===== src/rtl/wrr_pkg.sv =====
// Shared types and constants for the weighted round-robin virtual-channel arbiter.
package wrr_pkg;

   typedef enum logic {
      IDLE  = 1'b0,
      SERVE = 1'b1
   } state_t;

   localparam logic [63:0] EMPTY = '0;

   localparam int STAT_W = 16;
   localparam logic [STAT_W-1:0] STAT_MAX = '1;

   function automatic logic [STAT_W-1:0] sat_inc(input logic [STAT_W-1:0] value);
      return (value == STAT_MAX) ? value : value + STAT_W'(1);
   endfunction

endpackage


===== src/rtl/wrr_next_sel.sv =====
// Rotating-priority finder: first set bit of valid at or after start, wrapping NCH-1 -> 0.
module wrr_next_sel #(
   parameter int NCH = 4,
   localparam int IW = $clog2(NCH)
) (
   input  logic [NCH-1:0] valid,
   input  logic [IW-1:0]  start,
   output logic [IW-1:0]  found,
   output logic           any
);

   localparam logic [IW:0] NCH_W = (IW+1)'(NCH);

   logic [NCH-1:0] rot;
   logic [IW-1:0]  off;
   logic [IW:0]    found_sum;
   logic [IW:0]    found_wrap;

   // rot[k] is the validity of the channel k places after start.
   for (genvar gi = 0; gi < NCH; gi++) begin : g_rot
      logic [IW:0] sum;
      logic [IW:0] wrapped;
      assign sum     = {1'b0, start} + (IW+1)'(gi);
      assign wrapped = (sum >= NCH_W) ? sum - NCH_W : sum;
      assign rot[gi] = valid[wrapped[IW-1:0]];
   end

   always_comb begin
      off = '0;
      any = 1'b0;
      for (int k = NCH - 1; k >= 0; k--) begin
         if (rot[k]) begin
            off = IW'(k);
            any = 1'b1;
         end
      end
   end

   assign found_sum  = {1'b0, start} + {1'b0, off};
   assign found_wrap = (found_sum >= NCH_W) ? found_sum - NCH_W : found_sum;
   assign found      = found_wrap[IW-1:0];

endmodule


===== src/rtl/wrr_vc_arbiter.sv =====
// Weighted round-robin arbiter draining NCH virtual-channel FIFOs into one registered stream.
// Optional per-channel saturating grant counters are built when WRR_STATS_EN is defined.
module wrr_vc_arbiter
   import wrr_pkg::*;
#(
   parameter int NCH = 4,
   parameter int DW  = 4,
   parameter int WW  = 3,
   localparam int IW = $clog2(NCH)
) (
   input  logic              clk,
   input  logic              rst,
   input  logic              enb,
   input  logic [NCH-1:0]    valid_channel,
   input  logic [NCH*DW-1:0] data_in,
   input  logic [NCH*WW-1:0] weight,
   input  logic              out_ready,
   output logic [NCH-1:0]    pop,
   output logic [DW-1:0]     data_out,
   output logic              data_out_valid,
   output logic [IW-1:0]     grant_id
`ifdef WRR_STATS_EN
   ,
   output logic [NCH*STAT_W-1:0] grant_count
`endif
);

   logic [DW-1:0] data_word   [NCH];
   logic [WW-1:0] weight_word [NCH];

   for (genvar gi = 0; gi < NCH; gi++) begin : g_unpack
      assign data_word[gi]   = data_in[gi*DW +: DW];
      assign weight_word[gi] = weight[gi*WW +: WW];
   end

   state_t        state_reg, state_next;
   logic [IW-1:0] ptr_reg, ptr_next;
   logic [WW:0]   credit_reg, credit_next;
   logic          fresh_reg, fresh_next;
   logic [DW-1:0] data_reg, data_next;
   logic          dov_reg, dov_next;
   logic [IW-1:0] gid_reg, gid_next;

   logic [IW-1:0] start;
   logic [IW-1:0] found;
   logic          any_valid;
   logic          keep;
   logic          adv;
   logic          grant;
   logic [IW-1:0] sel;

   assign start = (ptr_reg == IW'(NCH - 1)) ? '0 : ptr_reg + IW'(1);

   wrr_next_sel #(
      .NCH (NCH)
   ) u_next_sel (
      .valid (valid_channel),
      .start (start),
      .found (found),
      .any   (any_valid)
   );

   assign adv   = rst && enb && (!dov_reg || out_ready);
   assign grant = adv && any_valid;
   assign keep  = valid_channel[ptr_reg] && (credit_reg != '0);

   // Straight after reset no channel has been served yet, so the lowest valid
   // channel wins instead of the search starting one past ptr.
   always_comb begin
      if (keep)
         sel = ptr_reg;
      else if (fresh_reg && valid_channel[0])
         sel = '0;
      else
         sel = found;
   end

   always_comb begin
      state_next  = state_reg;
      ptr_next    = ptr_reg;
      credit_next = credit_reg;
      fresh_next  = fresh_reg;
      data_next   = data_reg;
      dov_next    = dov_reg;
      gid_next    = gid_reg;
      pop         = '0;

      if (grant) begin
         pop[sel]   = 1'b1;
         data_next  = data_word[sel];
         gid_next   = sel;
         dov_next   = 1'b1;
         fresh_next = 1'b0;
         if (sel == ptr_reg && credit_reg != '0) begin
            credit_next = credit_reg - (WW+1)'(1);
         end else begin
            // Entering (or re-entering) a channel: weight+1 grants, one spent now.
            ptr_next    = sel;
            credit_next = {1'b0, weight_word[sel]};
         end
      end else if (adv) begin
         dov_next = 1'b0;
      end

      case (state_reg)
         IDLE:    if (grant) state_next = SERVE;
         SERVE:   if (adv && !any_valid) state_next = IDLE;
         default: state_next = IDLE;
      endcase
   end

   always_ff @(posedge clk) begin
      if (!rst) begin
         state_reg  <= IDLE;
         ptr_reg    <= '0;
         credit_reg <= '0;
         fresh_reg  <= 1'b1;
         data_reg   <= EMPTY[DW-1:0];
         dov_reg    <= 1'b0;
         gid_reg    <= '0;
      end else begin
         state_reg  <= state_next;
         ptr_reg    <= ptr_next;
         credit_reg <= credit_next;
         fresh_reg  <= fresh_next;
         data_reg   <= data_next;
         dov_reg    <= dov_next;
         gid_reg    <= gid_next;
      end
   end

   assign data_out       = data_reg;
   assign data_out_valid = dov_reg;
   assign grant_id       = gid_reg;

`ifdef WRR_STATS_EN
   for (genvar gi = 0; gi < NCH; gi++) begin : g_stats
      logic [STAT_W-1:0] count_reg;
      always_ff @(posedge clk) begin
         if (!rst)
            count_reg <= '0;
         else if (grant && sel == IW'(gi))
            count_reg <= sat_inc(count_reg);
      end
      assign grant_count[gi*STAT_W +: STAT_W] = count_reg;
   end
`endif

endmodule


===== config.mk =====
export PLATFORM = sky130hd
export DESIGN_NAME = wrr_vc_arbiter
export DESIGN_NICKNAME = d
export VERILOG_FILES = /design/src/rtl/wrr_pkg.sv /design/src/rtl/wrr_next_sel.sv /design/src/rtl/wrr_vc_arbiter.sv
export SDC_FILE = /design/constraint.sdc
export NUM_CORES = 1
export LEC_CHECK = 0
export CORE_ASPECT_RATIO = 1.4
export CORE_MARGIN = 8
export CORE_UTILIZATION = 43
export CTS_CLUSTER_SIZE = 8
export DETAILED_ROUTE_END_ITERATION = 6
export HOLD_SLACK_MARGIN = 0.06
export PLACE_DENSITY_LB_ADDON = 0.15
export SLEW_MARGIN = 20
export SYNTH_ARGS = -nofsm -noshare
export SYNTH_HDL_FRONTEND = slang
export SYNTH_HIERARCHICAL = 1
export SYNTH_SLANG_ARGS = --single-unit

===== constraint.sdc =====
create_clock -name clk -period 3.6 [get_ports clk]
set_input_delay 0.36 -clock clk [delete_from_list [all_inputs] [get_ports clk]]
set_output_delay 0.36 -clock clk [all_outputs]
set_load 0.01 [all_outputs]

# Word level (Yosys, flattened, before mapping)
# Cells that the tools add are included.
# op_classes
add_sub_neg,11
multipliers,0
div,0
order_cmp,13
n_eq_ne,2
shifts,0
n_mux,38
n_bitwise,2
reduce_logical,12
# op_table
operator,n
two-way mux 2 bit,12
"less-than comparator 2 x 3 -> 1 bit, second input constant",6
two-way mux 4 bit,4
"greater-or-equal comparator 3 bit, second input constant",5
two-way mux 1 bit,12
binary-select mux 1 bit (select 2 bit),5
"subtractor 2 x 1 -> 2 bit, second input constant",5
binary-select mux 4 bit (select 2 bit),1
logical AND 1 bit,7
"adder 2 x 2 -> 3 bit, second input constant",2
binary-select mux 3 bit (select 2 bit),1
two-way mux 3 bit,2
nonzero test 4 bit,1
"subtractor 4 x 1 -> 4 bit, second input constant",1
"adder 2 x 1 -> 3 bit, second input constant",1
adder 2 x 2 -> 3 bit,1
"greater-or-equal comparator 2 x 3 -> 1 bit, second input constant",1
NOT 2 -> 3 bit,1
"adder 2 x 1 -> 2 bit, second input constant",1
demux 1 bit (select 2 bit),1
equality test 2 bit,1
"equality test 2 bit, second input constant",1
"greater-or-equal comparator 2 x 1 -> 1 bit, second input constant",1
AND reduction 2 bit,1
4 further kinds,4
# totals
regBits,14
latch_bits,0
ram_bits,0
rom_bits,0
input_bits,36
output_inout_bits,11
n_memories,0

# Logic depth before layout (Yosys ltp)
# depth
word_depth,21
ltp_mapped,16
mapped_depth_nobuf,14

# By module
# The synthesis kept the hierarchy.
# by_module_without_submodules
mod,n_inst,cells_each,area_per_inst_um2,seq_area_each_um2
wrr_vc_arbiter,1,111,996.0,280.3
wrr_next_sel,1,25,166.4,0.0

# Worst setup path after synthesis
# No wires, ideal clock.
# synth_timing
path_type,register to output
start,register ptr_reg[1]
end,output pop[2]
arrival_ns,2.746
setup_slack_ns,0.494
stages_incl_launch_ff,16
n_path_buf,3
cell_sequence,dfxtp_1 ha_1 buf_2 nand2_1 a21oi_1 o2bb2ai_1 o21a_1 ha_1 xnor2_1 xnor2_1 a21boi_0 o21bai_1 a21boi_0 buf_4 buf_4 nor3_1
# synth_via
elab_chain_cells,21
word_cells_on_any_way,50
classes_between,10 x add/sub; 7 x order compare; 1 x eq/ne; 29 x mux; 3 x reduce/logical
# synth_rtl
element,line,source
"start, declared",wrr_vc_arbiter.sv:37,"logic [IW-1:0] ptr_reg, ptr_next;"
"start signal, assigned",wrr_vc_arbiter.sv:123,ptr_reg <= ptr_next;
adder 2 x 1 -> 2 bit / equality test 2 bit (equally long branches),wrr_vc_arbiter.sv:52,assign start = (ptr_reg == IW'(NCH - 1)) ? '0 : ptr_reg + IW'(1);
two-way mux 2 bit *,wrr_vc_arbiter.sv:52,
via start[1],wrr_vc_arbiter.sv:44,logic [IW-1:0] start;
adder 2 x 2 -> 3 bit,wrr_next_sel.sv:23,"assign sum = {1'b0, start} + (IW+1)'(gi);"
greater-or-equal comparator 3 bit / subtractor 2 x 1 -> 2 bit (equally long branches),wrr_next_sel.sv:24,assign wrapped = (sum >= NCH_W) ? sum - NCH_W : sum;
two-way mux 2 bit,wrr_next_sel.sv:24,
binary-select mux 1 bit (select 2 bit),wrr_next_sel.sv:25,assign rot[gi] = valid[wrapped[IW-1:0]];
two-way mux 1 bit (not written as such),wrr_next_sel.sv:25,
(+7 left out),n/a,
via found[1],wrr_vc_arbiter.sv:45,logic [IW-1:0] found;
two-way mux 2 bit *,wrr_vc_arbiter.sv:72,else if (fresh_reg && valid_channel[0])
two-way mux 2 bit *,wrr_vc_arbiter.sv:70,if (keep)
less-than comparator 2 x 3 -> 1 bit (not written as such) / greater-or-equal comparator 2 x 1 -> 1 bit (equally long branches),wrr_vc_arbiter.sv:89,pop[sel] = 1'b1;
logical AND 1 bit (not written as such),wrr_vc_arbiter.sv:89,
two-way mux 1 bit (not written as such),wrr_vc_arbiter.sv:89,
demux 1 bit (select 2 bit) *,wrr_vc_arbiter.sv:89,
two-way mux 4 bit *,wrr_vc_arbiter.sv:88,if (grant) begin
"end, declared",wrr_vc_arbiter.sv:18,"output logic [NCH-1:0] pop,"
# Mark *: on every way through the listed nets, which the timed path passes. The rest lies on a longest branch. The select of a mux whose other input is x is not followed.

# Worst setup path in the final report
# Ends and elaborated chain as after synthesis.

==> results.sh <==
export IMPL_status="finished, final reports clean"
export IMPL_vias=1326
export IMPL_ys_top_cells_by_area="dfxtp_1, mux2i_1, nand2_1"
export IMPL_pwr_share_comb_pct=75.0
export IMPL_skew_ns=0.00652
export IMPL_grt_use_met3_pct=5.94
export IMPL_path_clk_slew_ns=0.09
export IMPL_grt_busiest_layer="met2"
export IMPL_end_kind="primary output"
export IMPL_grt_first_pass_wirelength_um=6270
export IMPL_track_usage_pct=16.8
export IMPL_clock_fmax_mhz=284
export IMPL_place_area_sq_um=1730
export IMPL_cts_tree="yes"
export IMPL_crit_required_ns=3.24
export IMPL_route_detailed_drc=0
export IMPL_ant_nets=0
export IMPL_cts_root_buf="clkbuf_4"
export IMPL_dieWidth_um=59.9
export IMPL_yosysWarnings=6
export IMPL_final_cells=231
export IMPL_wl_per_cell_um=17.3
export IMPL_hpwlAfterDp_um=2910
export IMPL_arrival_ns=3.16
export IMPL_cts_buffer_depth=2
export IMPL_yosysTopAreaCellShare_pct=24.1
export IMPL_hold_violations=0
export IMPL_netlist_area_sq_um=1160
export IMPL_port_buffers=46
export IMPL_synth_cell_types=50
export IMPL_p_per_area_nw_per_um2=809
export IMPL_areaGrowthSynthToFinish_pct=56.3
export IMPL_grt_ovfl_total=0
export IMPL_ir_drop_v=0.000830
export IMPL_clkPwrFrac_pct=7.9
export IMPL_hp_class="reg -> reg"
export IMPL_layout_drive_gt1_share_pct=20.0
export IMPL_seqPwrFrac_pct=17.1
export IMPL_setup_viol=0
export IMPL_ys_flop_type="dfxtp_1"
export IMPL_syn_instance_count=136
export IMPL_antenna_found_initial=0
export IMPL_fin_crit_sh_pct=97.9
export IMPL_finalCriticalPeriod_ns=3.52
export IMPL_switching_share_pct=41.8
export IMPL_ys_seq_area_share_pct=24.1
export IMPL_worstSkewPairLatency_ns=0.29
export IMPL_globalplace_congestion=0.861
export IMPL_diodes=0
export IMPL_coreArea_sq_um=2590
export IMPL_path_max_fanout=7
export IMPL_die_area_sq_um=4650
export IMPL_boundaryPins=47
export IMPL_nNetsFinal=235
export IMPL_grtUsageMet2_pct=30.6
export IMPL_grt_use_met1_pct=15.7
export IMPL_cts_made_buffers=3
export IMPL_synth_area_leader_cell="dfxtp_1"
export IMPL_p_int_w=0.000855
export IMPL_path_class="reg -> out"
export IMPL_wl_um=4010
export IMPL_avgViaCountPerCell=5.74
export IMPL_first_global_vias=1418
export IMPL_synth_async_reset_ratio_pct=0
export IMPL_p_switching_w=0.000614
export IMPL_fin_area_sq_um=1820
export IMPL_slew_violations=0
export IMPL_drv_cap=0
export IMPL_cp_start_kind="flop"
export IMPL_drtIter0Drc=65
export IMPL_htreeDepth=1
export IMPL_p_leak_nw=0.818
export IMPL_row_count=22
export IMPL_fp_dieH_um=77.5
export IMPL_synth_edf_count=0
export IMPL_tightest_slew_ns=0.412
export IMPL_avgSynthCellArea_sq_um=8.55
export IMPL_syn_nets=175
export IMPL_grt_max_degree=18
export IMPL_postCtsHoldBufs=0
export IMPL_synth_seq_cells=14
export IMPL_slew_headroom_pct=72.5
export IMPL_clkSinkCount=14
export IMPL_initial_utilization_pct=44.9
export IMPL_drt_pass1_iter_count=5
export IMPL_placed_cells=224
==> critical path, stage by stage, from the launching register on <==
cell	delay [ns]
dfxtp_2	0.37
ha_4	0.33
nand2_1	0.07
a21oi_1	0.17
o2bb2ai_1	0.09
o21a_1	0.18
ha_1	0.21
xnor2_2	0.18
xnor2_2	0.14
a21boi_2	0.20
o21ai_0	0.13
a21boi_2	0.20
buf_4	0.15
nor3_1	0.17
dlygate4sd2_1	0.30
==> per-layer routing <==
layer | up-vias | share of wire [%] | routed length [um]
met3 | 14 | 6.0 | 242
met5 | - | 0 | 0
met1 | 631 | 35 | 1420
met4 | 0 | 3.5 | 142
met2 | 51 | 55 | 2200
li1 | 630 | - | -
==> cells by family (layout without fill, tap and decap cells) <==
family	after synthesis	in the layout	share of synthesized area, %
adders and majority gates	3	3	3.23
and+or+nand+nor	45	45	21.1
AOI/OAI and AO/OA	35	35	21.9
muxes	23	23	22.0
xor gates and xnor gates	2	2	1.51
DFF	14	14	24.1
buffers and inverters	14	73	6.24
==> final cells by class <==
cell class                 instances  area (sq um)
multi-input combinational        108           845
fill                             223           771
timing repair buffer              63           587
sequential                        14           282
tap                               36          45.0
clock buffer                       4          36.3
inverter                           6          22.5
==> Yosys cell counts (4+ instances only) <==
master	instances
mux2i_1	17
dfxtp_1	14
nand2_1	11
nand3_1	8
a21oi_1	5
inv_1	5
nor2_1	4
nor2b_1	4
o21ai_0	4
o221ai_1	4
==> path summary, 6_finish.rpt <==
kind,slack (ns),end,start,depth (start not counted)
max,0.08,pop[2],ptr_reg[1],14
min,0.47,grant_id[0],grant_id[0],2
max reg2reg,0.11,credit_reg[0],ptr_reg[1],18
min reg2reg,0.47,grant_id[0],grant_id[0],2
==> per-stage QoR <==
step / worst slack (ns) / util [%] / hold WS, ns / power, W / TNS (ns)
floorplan: 0.494 / - / 0.447 / 0.000909 / 0
global placement: 0.0773 / 66.7 / 0.448 / 0.00120 / 0
detailed placement: -0.00384 / 66.7 / 0.452 / 0.00123 / -0.00384
CTS: 0.00344 / 69.1 / 0.475 / 0.00139 / 0
global route: -0.0816 / 70.2 / 0.502 / 0.00156 / -0.194
finish: 0.0770 / 70.2 / 0.470 / 0.00147 / 0
==> what timing repair did <==
item                       in CTS  in global routing
pin swaps                       1                  1
buffers inserted                2                  1
resized for setup               5                  8
setup endpoints to repair       4                  5
==> cell usage in the layout (no fill, tap or decap), drive strengths merged, types with 3 or more instances in the layout <==
master,instances
clkdlybuf4s50,42
mux2i,18
buf,17
dfxtp,14
nand2,13
nand3,8
inv,6
o21ai,6
a21oi,5
clkbuf,5
nor2,4
nor2b,4
o221ai,4
mux2,4
nor3,3
a21boi,3
ha,3
==> power by group through the flow <==
stage,logic [W],registers (W),clock network (W)
final,0.00110,0.000251,0.000116
after global routing,0.00118,0.000258,0.000122
after CTS,0.00103,0.000249,0.000119
after detailed placement,0.000980,0.000248,0
after global placement,0.000955,0.000245,0
after floorplan,0.000656,0.000253,0
Note: power is estimated with default switching activity, not from simulation.
